**src/rtl/sine_osc_ctrl.sv**
```systemverilog
// sine_osc_ctrl: sequencer for the 48 kHz coupled-form sine oscillator.
// Owns the frequency code driven into the external freq2trig lookup and,
// on each sample tick, time-shares one WLxWL multiplier over four cycles
// to rotate the (x, y) state vector. y is emitted as the audio sample.
module sine_osc_ctrl #(
    parameter int WL  = 16,
    parameter int AMP = 32767
) (
    input  logic                 clk,
    input  logic                 rst,
    input  logic [7:0]           freq_in,
    input  logic                 freq_we,
    input  logic                 tick,
    input  logic signed [WL-1:0] cos_w,
    input  logic signed [WL-1:0] sin_w,
    output logic [7:0]           trig_freq,
    output logic signed [WL-1:0] sample,
    output logic                 sample_vld,
    output logic                 busy,
    output logic                 overrun
);

    typedef enum logic [2:0] {
        IDLE,
        LOAD,
        MUL0,
        MUL1,
        MUL2,
        MUL3,
        UPD
    } state_t;

    // Rounding bias 2^(WL-2) and symmetric saturation limits, all in acc width.
    localparam logic signed [2*WL:0] RND  = {{(WL+2){1'b0}}, 1'b1, {(WL-2){1'b0}}};
    localparam logic signed [2*WL:0] MAXV = {{(WL+2){1'b0}}, {(WL-1){1'b1}}};
    localparam logic signed [2*WL:0] MINV = -MAXV;

    state_t state, state_nxt;

    logic [7:0]           freq_buf;
    logic                 freq_pend;
    logic                 freq_pend_nxt;
    logic                 tick_pend;
    logic                 tick_pend_nxt;
    logic                 freq_req;
    logic                 tick_set;
    logic                 tick_consume;
    logic                 tick_drop;
    logic                 disabled;

    logic signed [WL-1:0]   x;
    logic signed [WL-1:0]   y;
    logic signed [WL-1:0]   xn;
    logic signed [WL-1:0]   yn;
    logic signed [WL-1:0]   op_a;
    logic signed [WL-1:0]   op_b;
    logic signed [2*WL-1:0] prod;
    logic signed [2*WL:0]   prod_ext;
    logic signed [2*WL:0]   acc;
    logic signed [2*WL:0]   acc_sum;
    logic signed [2*WL:0]   acc_rnd;
    logic signed [2*WL:0]   acc_shr;
    logic signed [WL-1:0]   res;

    // A write seen this cycle counts as pending so IDLE can go straight to LOAD.
    assign freq_req = freq_pend | freq_we;

    // Codes outside 1..240 have no valid coefficients: run the FSM but hold state.
    assign disabled = (trig_freq == 8'd0) || (trig_freq > 8'd240);

    // Pending-request bookkeeping for frequency writes and sample ticks.
    always_comb begin
        tick_consume  = 1'b0;
        tick_set      = 1'b0;
        tick_drop     = 1'b0;
        freq_pend_nxt = freq_pend;
        // Consumption: IDLE without a frequency request, or LOAD chaining into MUL0.
        if (state == IDLE) begin
            tick_consume = !freq_req && (tick || tick_pend);
        end else if (state == LOAD) begin
            tick_consume = !freq_we && tick_pend;
        end
        // A tick is queued unless IDLE can start on it immediately.
        tick_set      = tick && !((state == IDLE) && !freq_req);
        tick_drop     = tick_set && tick_pend && !tick_consume;
        tick_pend_nxt = tick_set || (tick_pend && !tick_consume);
        if (freq_we) begin
            freq_pend_nxt = 1'b1;
        end else if (state == LOAD) begin
            freq_pend_nxt = 1'b0;
        end
    end

    // State register.
    always_ff @(posedge clk) begin
        if (rst) begin
            state <= IDLE;
        end else begin
            state <= state_nxt;
        end
    end

    // Next-state logic. LOAD chains directly into MUL0 when a tick is waiting so
    // a tick coincident with a frequency write costs only one extra cycle.
    always_comb begin
        state_nxt = state;
        case (state)
            IDLE: begin
                if (freq_req) begin
                    state_nxt = LOAD;
                end else if (tick || tick_pend) begin
                    state_nxt = MUL0;
                end
            end
            LOAD: begin
                if (!freq_we && tick_pend) begin
                    state_nxt = MUL0;
                end else begin
                    state_nxt = IDLE;
                end
            end
            MUL0:    state_nxt = MUL1;
            MUL1:    state_nxt = MUL2;
            MUL2:    state_nxt = MUL3;
            MUL3:    state_nxt = UPD;
            UPD:     state_nxt = IDLE;
            default: state_nxt = IDLE;
        endcase
    end

    // FSM-derived outputs.
    always_comb begin
        busy = (state != IDLE);
    end

    // Shared multiplier operand selection: c*x, s*y, s*x, c*y.
    always_comb begin
        op_a = cos_w;
        op_b = x;
        case (state)
            MUL0: begin
                op_a = cos_w;
                op_b = x;
            end
            MUL1: begin
                op_a = sin_w;
                op_b = y;
            end
            MUL2: begin
                op_a = sin_w;
                op_b = x;
            end
            MUL3: begin
                op_a = cos_w;
                op_b = y;
            end
            default: begin
                op_a = cos_w;
                op_b = x;
            end
        endcase
    end

    // Product, accumulate, round-half-up and symmetric saturation.
    always_comb begin
        prod     = (2*WL)'(op_a) * (2*WL)'(op_b);
        prod_ext = {prod[2*WL-1], prod};
        case (state)
            MUL1:    acc_sum = acc - prod_ext;
            MUL3:    acc_sum = acc + prod_ext;
            default: acc_sum = prod_ext;
        endcase
        acc_rnd = acc_sum + RND;
        acc_shr = acc_rnd >>> (WL-1);
        if (acc_shr > MAXV) begin
            res = MAXV[WL-1:0];
        end else if (acc_shr < MINV) begin
            res = MINV[WL-1:0];
        end else begin
            res = acc_shr[WL-1:0];
        end
    end

    // Datapath and control registers.
    always_ff @(posedge clk) begin
        if (rst) begin
            trig_freq  <= '0;
            sample     <= '0;
            sample_vld <= 1'b0;
            overrun    <= 1'b0;
            freq_buf   <= '0;
            freq_pend  <= 1'b0;
            tick_pend  <= 1'b0;
            x          <= WL'(AMP);
            y          <= '0;
            xn         <= '0;
            yn         <= '0;
            acc        <= '0;
        end else begin
            sample_vld <= 1'b0;
            freq_pend  <= freq_pend_nxt;
            tick_pend  <= tick_pend_nxt;
            if (freq_we) begin
                freq_buf <= freq_in;
                overrun  <= 1'b0;
            end else if (tick_drop) begin
                overrun  <= 1'b1;
            end
            case (state)
                LOAD: begin
                    trig_freq <= freq_buf;
                    x         <= WL'(AMP);
                    y         <= '0;
                end
                MUL0, MUL2: acc <= acc_sum;
                MUL1:       xn  <= res;
                MUL3:       yn  <= res;
                UPD: begin
                    sample_vld <= 1'b1;
                    if (disabled) begin
                        sample <= '0;
                    end else begin
                        x      <= xn;
                        y      <= yn;
                        sample <= yn;
                    end
                end
                default: ;
            endcase
        end
    end

endmodule
```
**config.mk**
```make
export PLATFORM = sky130hd
export DESIGN_NAME = sine_osc_ctrl
export DESIGN_NICKNAME = d
export VERILOG_FILES = /design/src/rtl/sine_osc_ctrl.sv
export SDC_FILE = /design/constraint.sdc
export NUM_CORES = 1
export LEC_CHECK = 0
export ABC_AREA = 0
export CAP_MARGIN = 20
export CORE_AREA = 5 5 209 211
export DETAILED_ROUTE_END_ITERATION = 8
export DIE_AREA = 0 0 214 216
export MAX_ROUTING_LAYER = met4
export SLEW_MARGIN = 20
export SYNTH_ARGS = -nofsm -noshare
export SYNTH_HDL_FRONTEND = slang
export SYNTH_SLANG_ARGS = --single-unit
```
**constraint.sdc**
```tcl
create_clock -name clk -period 13.85 [get_ports clk]
set_input_delay 2.77 -clock clk [delete_from_list [all_inputs] [get_ports clk]]
set_output_delay 2.77 -clock clk [all_outputs]
set_load 0.1 [all_outputs]
```
==> flow_summary.toml <==
[run_status]
status = "complete, no violations"

[synth]
netlist_area_um2 = 18800
yosysMostFrequentCell = "nand2_1"
synth_edf_count = 0
synth_cell_types = 82
yosys.area.top_type = "fa_1"
yosysSeqAreaShare_pct = 14.5
synth_top_area_share_pct = 28.0
yosys-top-cells-count = "313 x nand2_1, 310 x inv_1, 278 x nor2_1, 263 x fa_1, 136 x dfxtp_1"
avgSynthCellArea_um2 = 8.13
synth_flop_cell = "dfxtp_1"
yosys_register_bits = 136
synthesis.nets = 2735
synthArstFlopShare_pct = 0
ys_warn_count = 0
synth_area_leaders = "fa_1 28%, dfxtp_1 14%, ha_1 7.9%, nand2_1 6.3%, inv_1 6.2%"
syn_inst = 2309

[floorplan]
die_w_um = 214
placementRows = 75
coreArea_um2 = 41600
dieHeight_um = 216
initial_core_util_pct = 45.2
dieArea_um2 = 46200
io_pins = 71

[drt]
firstDrtPassIters = 7
drt-wirelength-per-cell_um = 19.2
drt_iter0_markers = 1222
drc = 0
totalWireLength_mm = 58.1
avgViaCountPerCell = 5.58
via_count = 16865
drtAntennaViolNets = 0

[worst_setup_path]
crit_required_ps = 14160
cpMaxStageDelayCell = "fa_1"
critPathMostFrequentCell = "fa_1"
worstSetupPathType = "in2reg"
cp_max_fo = 11
cp_top_family = "adder cells"
arrival_ps = 13600
slowest_delay_ps = 580
endpoint_kind = "register"
start_kind = "input pin"
crit_buf_inv = 8

[timing]
fmax_mhz = 75.2
clock_skew_ps = 12.5
timing.slew.headroom_pct = 20.1
hold_ws_ps = 449
fin_crit_ps = 13290
finalCritPeriodShare_pct = 96.0
setup_violations = 0
worst_slew_pin_slew_ps = 1170
grt_setup_unrepaired = "false"
slew_viol_final = 0
hold_viol = 0

[grt]
grt.total_usage_pct = 25.6
grt_max_degree = 90
grt-ovfl-total = 0
grt_antenna_before_repair = 0
grt_pass1_wl_mm = 92.7
grt_pass1_vias = 17023

[layout]
final_util_pct = 52.3
final_area_um2 = 21700
finalNonFillerCells = 3020
drive_gt1_share_pct = 10.4
antenna_cells = 0
fillers = 3998
syn_to_final_growth_pct = 15.7
seq_area_um2 = 2720
multi_input_area_um2 = 14600
nets = 2894

[clock_network]
clock_path_buffers = 2
cts_hold_buffers = 0
clk_pin_slew_ps = 60
cts_tree = "yes"
htreeDepth = 4
clock_latency_ps = 440
cts_buffers = 17
cts_num_sinks = 136
clock-root-buffer = "clkbuf_16"

[place]
dp.cells = 2983
buffer_ports.inserted = 70
dp_hpwl_mm = 47.5
gp_congestion = 0.920
placed_area_um2 = 21000

[hold_path]
hold_class = "reg2reg"

[flow_run]
drv_cap = 0
## state kept, by name, summed over array words and instances, names as in the netlist, 3 cells and up
register / count
trig_freq: 8
yn: 16
x: 16
acc: 33
state: 3
xn: 16
freq_buf: 8
y: 16
sample: 16
## placed cells by master, fill, tap and decap left out, drive strengths merged, types with 13 or more instances in the layout
| cell | n |
|---|---|
| o21ai | 72 |
| buf | 161 |
| nand3 | 47 |
| xnor2 | 46 |
| and3 | 13 |
| ha | 119 |
| clkdlybuf4s50 | 69 |
| xor2 | 34 |
| o211ai | 17 |
| mux2 | 22 |
| inv | 317 |
| nor2 | 278 |
| o21bai | 16 |
| mux2i | 45 |
| a21oi | 133 |
| nor3 | 44 |
| nand3b | 14 |
| a211oi | 58 |
| nand2b | 20 |
| dfxtp | 136 |
| fa | 263 |
| nand2 | 313 |
| clkbuf | 17 |
| nand4 | 19 |
## logic make-up (layout without fill, tap and decap cells)
| family | Yosys count | after routing | synth area share (%) |
|---|---|---|---|
| xor gates and xnor gates | 80 | 80 | 3.73 |
| buffers and inverters | 403 | 574 | 8.11 |
| DFF | 136 | 136 | 14.5 |
| adders and majority gates | 382 | 382 | 36.0 |
| muxes | 67 | 67 | 3.72 |
| AOI/OAI and AO/OA | 397 | 398 | 13.7 |
| and+or+nand+nor | 844 | 844 | 20.2 |
## final cells by class
class	instances	share of cell area, %
clock inverter	15	0.870
timing repair buffer	230	8.80
tap	539	3.10
inverter	312	5.39
clock buffer	17	1.96
sequential	136	12.5
multi-input combinational	1771	67.3
## path summary, 6_finish.rpt
path	slack [ps]	cells past startpoint	endpoint	startpoint
hold / removal	450	2	trig_freq[1]	freq_buf[1]
setup reg to reg	1370	40	xn[0]	state[2]
setup / recovery	560	42	xn[0]	cos_w[0]
hold reg to reg	450	2	trig_freq[1]	freq_buf[1]
## layer usage
metal	track usage (%)	vias to the layer above	share of wire, %
met3	3.24	95	6.0
met4	7.73	0	3.1
met5	-	-	0
met2	41.6	519	48
li1	-	7921	-
met1	33.9	8330	43
## worst reg2reg max path: cells and delay by family (launching register included)
kind            cells  cell delay, ps
fa+ha+maj           8            3910
simple gates       10            2590
compound gates      9            2170
mux                 3            1320
xor+xnor            3             990
buf+inv             7             850
flops               1             540
## metrics by stage
stage          TNS (ps)  setup slack (ps)
5_1_grt               0              48.5
2_1_floorplan         0               598
4_1_cts               0               360
6_report              0               559
3_5_place_dp       -349             -63.1
3_3_place_gp          0              51.0
## timing repair
action                                  4_1_cts  5_1_grt
setup buffers                                 0        4
endpoints found under the setup margin        0       30
resized for setup                             0       12
Power is not shown: default switching activity piles up to over one toggle a cycle in this logic, so the estimate is an artifact.
